<file path="config.mk">
export PLATFORM = sky130hd
export DESIGN_NAME = bju_pipe
export DESIGN_NICKNAME = d
export VERILOG_FILES = /design/src/rtl/bju_pipe.sv
export SDC_FILE = /design/constraint.sdc
export NUM_CORES = 1
export LEC_CHECK = 0
export ABC_AREA = 1
export CAP_MARGIN = 20
export CORE_AREA = 10 10 328 330
export CTS_BUF_LIST = sky130_fd_sc_hd__clkbuf_4 sky130_fd_sc_hd__clkbuf_8 sky130_fd_sc_hd__clkbuf_16
export DETAILED_ROUTE_END_ITERATION = 10
export DIE_AREA = 0 0 338 340
export SLEW_MARGIN = 20
export SYNTH_ARGS = -nofsm -noshare
export SYNTH_HDL_FRONTEND = slang
export SYNTH_SLANG_ARGS = --single-unit
</file>
<file path="constraint.sdc">
create_clock -name clock -period 9.35 [get_ports clock]
set_clock_uncertainty 0.1 [all_clocks]
set_input_delay 1.4025 -clock clock [delete_from_list [all_inputs] [get_ports clock]]
set_output_delay 1.4025 -clock clock [all_outputs]
set_load 0.05 [all_outputs]
</file>
<file path="src/rtl/bju_pipe.sv">
// Branch/jump resolution unit: resolves JAL/JALR/conditional branches, compares against the
// frontend prediction, emits a registered result/redirect and queues predictor training records.
module bju_pipe #(
    parameter int unsigned XLEN         = 64,
    parameter int unsigned PC_WIDTH     = 64,
    parameter int unsigned TARGET_WIDTH = 32,
    parameter int unsigned INDEX_WIDTH  = 9,
    parameter int unsigned SLOTS        = 4,
    parameter int unsigned UPDQ_DEPTH   = 4,
    parameter int unsigned CNT_WIDTH    = 32
) (
    input  logic                                clock,
    input  logic                                reset_n,
    input  logic                                flush,
    input  logic                                in_valid,
    output logic                                in_ready,
    input  logic [XLEN-1:0]                     src1,
    input  logic [XLEN-1:0]                     src2,
    input  logic [XLEN-1:0]                     imm,
    input  logic [PC_WIDTH-1:0]                 pc,
    input  logic [5:0]                          cx_type,
    input  logic                                is_unsigned,
    input  logic                                predict_taken,
    input  logic [TARGET_WIDTH-1:0]             predict_target,
    output logic                                out_valid,
    output logic [XLEN-1:0]                     out_dest,
    output logic                                redirect_valid,
    output logic [PC_WIDTH-1:0]                 redirect_target,
    output logic                                upd_valid,
    input  logic                                upd_ready,
    output logic [INDEX_WIDTH-1:0]              upd_index,
    output logic [$clog2(SLOTS)-1:0]            upd_slot,
    output logic                                upd_inc,
    output logic                                upd_dec,
    output logic                                upd_btb_we,
    output logic [SLOTS*TARGET_WIDTH:0]         upd_btb_wmask,
    output logic [SLOTS*TARGET_WIDTH:0]         upd_btb_din,
    input  logic                                pmu_clear,
    output logic [CNT_WIDTH-1:0]                pmu_cnt1,
    output logic [CNT_WIDTH-1:0]                pmu_cnt2,
    output logic [CNT_WIDTH-1:0]                pmu_cnt3,
    output logic [CNT_WIDTH-1:0]                pmu_cnt4,
    output logic [CNT_WIDTH-1:0]                pmu_cnt5
);

    localparam int unsigned SW = $clog2(SLOTS);
    localparam int unsigned TW = TARGET_WIDTH;
    localparam int unsigned AW = (XLEN > PC_WIDTH) ? XLEN : PC_WIDTH;
    localparam int unsigned PW = $clog2(UPDQ_DEPTH);
    localparam int unsigned CW = $clog2(UPDQ_DEPTH) + 1;

    typedef struct packed {
        logic [INDEX_WIDTH-1:0] index;
        logic [SW-1:0]          slot;
        logic                   inc;
        logic                   dec;
        logic                   btb_we;
        logic [TW-1:0]          tgt;
    } upd_rec_t;

    logic                eq, lt, cond_taken, act_taken, tgt_hit, accept, redirect;
    logic [AW-1:0]       jalr_sum, pc_sum;
    logic [PC_WIDTH-1:0] target, pc_plus4;
    logic [4:0]          sit;
    upd_rec_t            rec, head;

    // Stage 0: resolution and classification, all combinational
    always_comb begin
        eq         = (src1 == src2);
        lt         = is_unsigned ? (src1 < src2) : ($signed(src1) < $signed(src2));
        cond_taken = (cx_type[2] & eq) | (cx_type[3] & ~eq) | (cx_type[4] & lt) | (cx_type[5] & ~lt);
        act_taken  = cx_type[0] | cx_type[1] | cond_taken;
        jalr_sum   = AW'(src1) + AW'(imm);
        pc_sum     = AW'(pc) + AW'(imm);
        target     = cx_type[1] ? (jalr_sum[PC_WIDTH-1:0] & ~PC_WIDTH'(1)) : pc_sum[PC_WIDTH-1:0];
        pc_plus4   = pc + PC_WIDTH'(4);
        tgt_hit    = (target[TW-1:0] == predict_target);
        sit[0]     = act_taken & predict_taken & tgt_hit;
        sit[1]     = act_taken & predict_taken & ~tgt_hit;
        sit[2]     = act_taken & ~predict_taken;
        sit[3]     = ~act_taken & predict_taken;
        sit[4]     = ~act_taken & ~predict_taken;
        redirect   = sit[1] | sit[2] | sit[3];
        rec.index  = pc[INDEX_WIDTH+SW+1:SW+2];
        rec.slot   = pc[SW+1:2];
        rec.inc    = sit[0] | sit[1] | sit[2];
        rec.dec    = sit[3] | sit[4];
        rec.btb_we = sit[1] | sit[2];
        rec.tgt    = target[TW-1:0];
    end

    // Result register
    logic                out_valid_q, redirect_valid_q;
    logic [XLEN-1:0]     out_dest_q;
    logic [PC_WIDTH-1:0] redirect_target_q;

    always_ff @(posedge clock or negedge reset_n) begin
        if (!reset_n) begin
            out_valid_q       <= 1'b0;
            redirect_valid_q  <= 1'b0;
            out_dest_q        <= '0;
            redirect_target_q <= '0;
        end else begin
            out_valid_q      <= accept;
            redirect_valid_q <= accept & redirect;
            if (accept)
                out_dest_q <= XLEN'(pc_plus4);
            if (accept && redirect)
                redirect_target_q <= sit[3] ? pc_plus4 : target;
        end
    end

    assign out_valid       = out_valid_q;
    assign redirect_valid  = redirect_valid_q;
    assign out_dest        = out_dest_q;
    assign redirect_target = redirect_target_q;

    // Update FIFO: masks/data are rebuilt from the stored target at the head
    upd_rec_t      fifo_q [UPDQ_DEPTH];
    logic [PW-1:0] wr_q, wr_d, rd_q, rd_d;
    logic [CW-1:0] count_q, count_d;
    logic          empty, deq;

    assign empty    = (count_q == '0);
    assign in_ready = (count_q != CW'(UPDQ_DEPTH));
    assign accept   = in_valid & in_ready & ~flush;
    assign deq      = ~empty & upd_ready;

    always_comb begin
        wr_d    = wr_q;
        rd_d    = rd_q;
        count_d = count_q;
        if (accept)
            wr_d = wr_q + PW'(1);
        if (deq)
            rd_d = rd_q + PW'(1);
        if (accept && !deq)
            count_d = count_q + CW'(1);
        else if (!accept && deq)
            count_d = count_q - CW'(1);
    end

    always_ff @(posedge clock or negedge reset_n) begin
        if (!reset_n) begin
            wr_q    <= '0;
            rd_q    <= '0;
            count_q <= '0;
        end else begin
            wr_q    <= wr_d;
            rd_q    <= rd_d;
            count_q <= count_d;
        end
    end

    always_ff @(posedge clock) begin
        if (accept)
            fifo_q[wr_q] <= rec;
    end

    always_comb begin
        head          = fifo_q[rd_q];
        upd_valid     = ~empty;
        upd_index     = '0;
        upd_slot      = '0;
        upd_inc       = 1'b0;
        upd_dec       = 1'b0;
        upd_btb_we    = 1'b0;
        upd_btb_wmask = '0;
        upd_btb_din   = '0;
        if (!empty) begin
            upd_index  = head.index;
            upd_slot   = head.slot;
            upd_inc    = head.inc;
            upd_dec    = head.dec;
            upd_btb_we = head.btb_we;
            if (head.btb_we) begin
                upd_btb_wmask[SLOTS*TW] = 1'b1;
                upd_btb_din[SLOTS*TW]   = 1'b1;
                for (int unsigned s = 0; s < SLOTS; s++) begin
                    if (head.slot == SW'(s)) begin
                        upd_btb_wmask[s*TW +: TW] = '1;
                        upd_btb_din[s*TW +: TW]   = head.tgt;
                    end
                end
            end
        end
    end

    // PMU counters: clear wins over increment, increments saturate
    logic [CNT_WIDTH-1:0] cnt_q [5];
    logic [CNT_WIDTH-1:0] cnt_d [5];

    always_comb begin
        for (int unsigned i = 0; i < 5; i++) begin
            cnt_d[i] = cnt_q[i];
            if (pmu_clear)
                cnt_d[i] = '0;
            else if (accept && sit[i] && (cnt_q[i] != '1))
                cnt_d[i] = cnt_q[i] + CNT_WIDTH'(1);
        end
    end

    always_ff @(posedge clock or negedge reset_n) begin
        if (!reset_n) begin
            for (int unsigned i = 0; i < 5; i++)
                cnt_q[i] <= '0;
        end else begin
            for (int unsigned i = 0; i < 5; i++)
                cnt_q[i] <= cnt_d[i];
        end
    end

    assign pmu_cnt1 = cnt_q[0];
    assign pmu_cnt2 = cnt_q[1];
    assign pmu_cnt3 = cnt_q[2];
    assign pmu_cnt4 = cnt_q[3];
    assign pmu_cnt5 = cnt_q[4];

endmodule

</file>
==> results by stage <==
Timing:
- Setup repair after global routing left no endpoint under its margin.
- The number of pins with negative max-slew slack in the final report came to 0.
- The peak clock frequency supported by timing is 148 MHz.
- The final critical path takes up 72.3% of the cycle.
- At the pin with the least slew margin, the transition time is 1.09 ns.
- The total negative slack is 0 ns.
- The post-route worst hold slack is 0.369 ns.
- The count of final setup violators is 0.
- The worst path setup slack after routing is 2.59 ns.
- Measured against its own limit, the worst slew margin works out to 26.4%.
- After layout, the minimum clock period comes to 6.76 ns.
- The number of hold-slack violations in the final timing report is 0.

Min path:
- Along the worst hold path, the cell count comes to 2.
- The path with the worst hold slack has its endpoint at redirect_target[56].
- The startpoint of the most critical hold path is redirect_target[56].
- In this run the worst hold path is classified as register to register.

Global route:
- The overall routing resource usage is 30.3%.
- The residual overflow from global routing is 0.
- The pin count of the biggest net entering global routing is 136.
- The global-route wire length before repair is 262000 um.
- The initial antenna violation count came to 35.
- The via count of the first global-routing pass is 39000.

CTS:
- The clock insertion delay at the later pin of the skew report is 0.67 ns.
- CTS placed an instance of sky130_fd_sc_hd__clkbuf_16 at the clock tree root.
- The clock transition time at the flip-flop clock pins of the worst setup and hold paths is 0.06 ns.
- The setup fix buffers added after clock tree synthesis is 0.
- The number of sinks on the clock net is 481.
- The post-cts hold buffer count is 0.
- The number of resized instances in the post-cts repair step is 0.
- CTS built an H-tree with a depth of 2.
- TritonCTS created 58 clock buffers.
- The CTS tree is done.
- The buffer levels on the longest clock path is 3.

Outcome:
- The flow ran to the end, and the final reports show no timing, DRC or antenna violations.

Setup path:
- The worst register-to-register path ends at pmu_cnt5[15].
- The flop-to-flop setup slack is 4.75 ns.
- The startpoint identified for the worst register-to-register timing path is count_q[0].
- The arrival time at the worst endpoint is 7.21 ns.
- The sort of element at the start of the critical path is a primary input.
- The critical path class is primary input to register.
- Data on the critical path is required at its endpoint by 9.80 ns.
- The length in cells of the worst reg-to-reg path is 11.
- STA classifies the critical path endpoint as a register.
- The critical-path maximum fanout is 65.

Synthesis:
- Counting flops with an async set or reset pin after synthesis yields a share of 61.7%.
- The number of warnings printed during yosys synthesis is 0.
- Averaged over all synthesized cells, the footprint is 6.74 um2.
- The number of nets in the synthesized netlist is 6225.
- The most used flip-flop cell after synthesis is sky130_fd_sc_hd__dfrtp_1.
- The cell area that synthesis handed to floorplanning was 0.0386 mm2.
- The most frequent cell after synthesis is sky130_fd_sc_hd__nand2_1.
- The area share of and/or/nand/nor cells after synthesis is 34.3%.
- The number of enable flip-flop cells after synthesis is 184.
- The number of instances in the synthesized netlist is 5720.
- Summed over its instances, the top area cell type makes up 19.3% of the synthesized netlist area.
- The commonest cells after synthesis are sky130_fd_sc_hd__nand2_1, sky130_fd_sc_hd__nor2_1, sky130_fd_sc_hd__inv_1.
- The mux share of post-synthesis cell area is 0.0292%.
- The adder-cell share of the synthesized area is 6.64%.
- The synthesized netlist devotes 10.4% of its cell area to compound gates.
- The number of different library cells used by synthesis comes to 59.
- After synthesis, the cell types taking the most area are sky130_fd_sc_hd__dfrtp_1, sky130_fd_sc_hd__nand2_1, sky130_fd_sc_hd__edfxtp_1.
- For this run, the register share of the synthesized area comes to 33.6%.
- The xor and xnor area share after synthesis is 4.06%.
- After synthesis the netlist holds a flip-flop and latch count of 481.
- The top cell type by total area after synthesis is sky130_fd_sc_hd__dfrtp_1.
- By area, the combinational part of the netlist is dominated by simple AND/OR/NAND/NOR gates.

Pwr:
- The fraction of power spent switching nets is 52.0%.
- For this design the static power due to leakage is 22.1 nW.
- The clock power share is 19.8%.
- The internal portion of total power is 0.00610 W.
- The proportion of power drawn by flip-flops and latches is 21.7%.
- The relative contribution of combinational cells to total power is 58.5%.
- The areal power density over the cells is 255 mW/mm2.
- The analysis attributes to net switching a power of 0.00660 W.
- IR analysis of the VDD net gives a maximum drop of 0.000354 V.

Drt:
- The routed layout has 41600 vias.
- The DRC violation total after the first TritonRoute iteration is 4236.
- After detailed routing, the number of remaining DRC violations is 0.
- The total detailed-routing wirelength is 183000 um.
- The number of detailed-route iterations in the first pass is 6.
- The count of nets left with antenna violations once routing finished came out at 0.
- After detailed routing, the average wire length per cell comes to 23.4 um.
- In the routed layout, each cell is associated on average with a via count of 5.31.

Die:
- In this run the count of I/O pins placed on the die edge is 866.
- The row count is 117.
- The overall die area is 0.115 mm2.
- The height of the die is 340 um.
- The area of the placeable core is 0.101 mm2.
- The starting density of the core is 38.1%.
- The overall die width is 338 um.

Placement:
- The number of buffer cells added on primary ports is 865.
- Timing analysis after detailed placement gives a worst setup slack of 1.90 ns.
- The instance area at placement is 0.0476 mm2.
- The final HPWL from detailed placement is 150000 um.
- The final weighted congestion in routability-driven placement is 1.04.

Finish:
- The post-route netlist has 3.42% of its cells at a drive strength greater than 1.
- The finished cells cover 0.0498 mm2.
- The number of nets in the layout is 6895.
- The area growth from synthesis to layout is 29.1%.

Job:
- The tool flagged a number of max-cap violations equal to 0.
[power by group through the flow]
stage                     sequential, W  combinational, W  clock (W)
after floorplan                 0.00352           0.00424          0
after global placement          0.00279           0.00741          0
after detailed placement        0.00279           0.00743          0
after CTS                       0.00276           0.00744    0.00254
after global routing            0.00279           0.00776    0.00263
final                           0.00276           0.00742    0.00251
[state kept, by name, summed over array words and instances, names as in the netlist]
name and cells:
pmu_cnt5 32, out_dest 64, pmu_cnt1 32, redirect_target 64, wr_q 2, pmu_cnt2 32
pmu_cnt4 32, fifo_q 184, redirect_valid 1, pmu_cnt3 32, count_q 3, out_valid 1
rd_q 2
[cell families after synthesis]
group / after synthesis
adders and majority gates: 203
xor gates and xnor gates: 179
buffers and inverters: 975
muxes: 1
AOI/OAI and AO/OA: 726
DFF: 481
and+or+nand+nor: 3155
[per-stage QoR]
step	power, W	instances	utilization, %
after floorplan	0.00776	5720	-
after global placement	0.0102	7698	47.1
after detailed placement	0.0102	7698	47.1
after CTS	0.0127	7807	49.2
after global routing	0.0132	7821	49.2
final	0.0127	7827	49.2
[cell usage in the layout (no fill, tap or decap), types with 10 or more instances in the layout]
| cell type | instances |
|---|---|
| sky130_fd_sc_hd__nand3b_1 | 31 |
| sky130_fd_sc_hd__o31ai_1 | 16 |
| sky130_fd_sc_hd__inv_1 | 668 |
| sky130_fd_sc_hd__nand2_2 | 20 |
| sky130_fd_sc_hd__buf_4 | 27 |
| sky130_fd_sc_hd__bufinv_16 | 11 |
| sky130_fd_sc_hd__nand2_1 | 1712 |
| sky130_fd_sc_hd__nor4_1 | 41 |
| sky130_fd_sc_hd__a32o_1 | 33 |
| sky130_fd_sc_hd__nand4_1 | 104 |
| sky130_fd_sc_hd__a21oi_1 | 265 |
| sky130_fd_sc_hd__edfxtp_1 | 184 |
| sky130_fd_sc_hd__clkinv_2 | 15 |
| sky130_fd_sc_hd__a21o_1 | 10 |
| sky130_fd_sc_hd__diode_2 | 20 |
| sky130_fd_sc_hd__dfrtp_1 | 296 |
| sky130_fd_sc_hd__xor2_1 | 126 |
| sky130_fd_sc_hd__xnor2_1 | 53 |
| sky130_fd_sc_hd__nor2_1 | 670 |
| sky130_fd_sc_hd__o21ai_0 | 340 |
| sky130_fd_sc_hd__nor3_1 | 137 |
| sky130_fd_sc_hd__inv_2 | 18 |
| sky130_fd_sc_hd__nand3_1 | 384 |
| sky130_fd_sc_hd__clkbuf_16 | 58 |
| sky130_fd_sc_hd__ha_1 | 200 |
| sky130_fd_sc_hd__clkdlybuf4s50_1 | 862 |
[layout make-up]
| cell class | instances | area [um2] |
|---|---|---|
| multi-input cells | 4264 | 21500 |
| fillers | 10200 | 51400 |
| inverters | 692 | 2600 |
| clock buffers | 65 | 1510 |
| clock inverters | 44 | 622 |
| flip-flops and latches | 481 | 13000 |
| well taps | 1368 | 1710 |
| repair buffers | 893 | 8880 |
| diodes | 20 | 50.0 |
[how the worst max path moves through the flow]
| stage | cells past startpoint | to | start | slack, ns |
|---|---|---|---|---|
| after floorplan | 7 | upd_btb_wmask[100] | rd_q[1] | 4.49 |
| after global placement | 20 | redirect_target[19] | src2[59] | 1.96 |
| after detailed placement | 20 | redirect_target[25] | src2[59] | 1.90 |
| after CTS | 20 | redirect_target[53] | src2[59] | 2.57 |
| after global routing | 25 | redirect_target[56] | imm[0] | 2.25 |
| final | 25 | redirect_target[48] | imm[0] | 2.59 |
[worst max-delay path, cell delays in order]
cell and delay (ns):
sky130_fd_sc_hd__clkdlybuf4s50_1 0.50, sky130_fd_sc_hd__nand2_1 0.15, sky130_fd_sc_hd__inv_1 0.10, sky130_fd_sc_hd__fa_1 0.46, sky130_fd_sc_hd__nand3_1 0.10, sky130_fd_sc_hd__nand3_1 0.23, sky130_fd_sc_hd__nand2_1 0.16, sky130_fd_sc_hd__nand2_1 0.19
sky130_fd_sc_hd__nand2_1 0.15, sky130_fd_sc_hd__nand2_1 0.11, sky130_fd_sc_hd__nand2_1 0.12, sky130_fd_sc_hd__nand2_1 0.16, sky130_fd_sc_hd__nand2_1 0.10, sky130_fd_sc_hd__nand3_1 0.25, sky130_fd_sc_hd__nand2_1 0.34, sky130_fd_sc_hd__nand2_1 0.08
sky130_fd_sc_hd__nand2_1 0.07, sky130_fd_sc_hd__nand3_1 0.07, sky130_fd_sc_hd__nor2_1 0.12, sky130_fd_sc_hd__nand3_2 0.18, sky130_fd_sc_hd__nand2_2 0.13, sky130_fd_sc_hd__nand3_4 0.68, sky130_fd_sc_hd__nand2_4 1.08, sky130_fd_sc_hd__nand2_1 0.10
sky130_fd_sc_hd__nand2_1 0.11
[routing by layer]
metal / GRT usage, % / up-vias / share of wire, %
li1: - / 19900 / -
met1: 38.2 / 19600 / 41
met2: 50.3 / 1797 / 47
met3: 6.22 / 302 / 8.7
met4: 11.5 / 26 / 4.1
met5: 0 / - / 0.10
(Power assumes the default switching activity.)
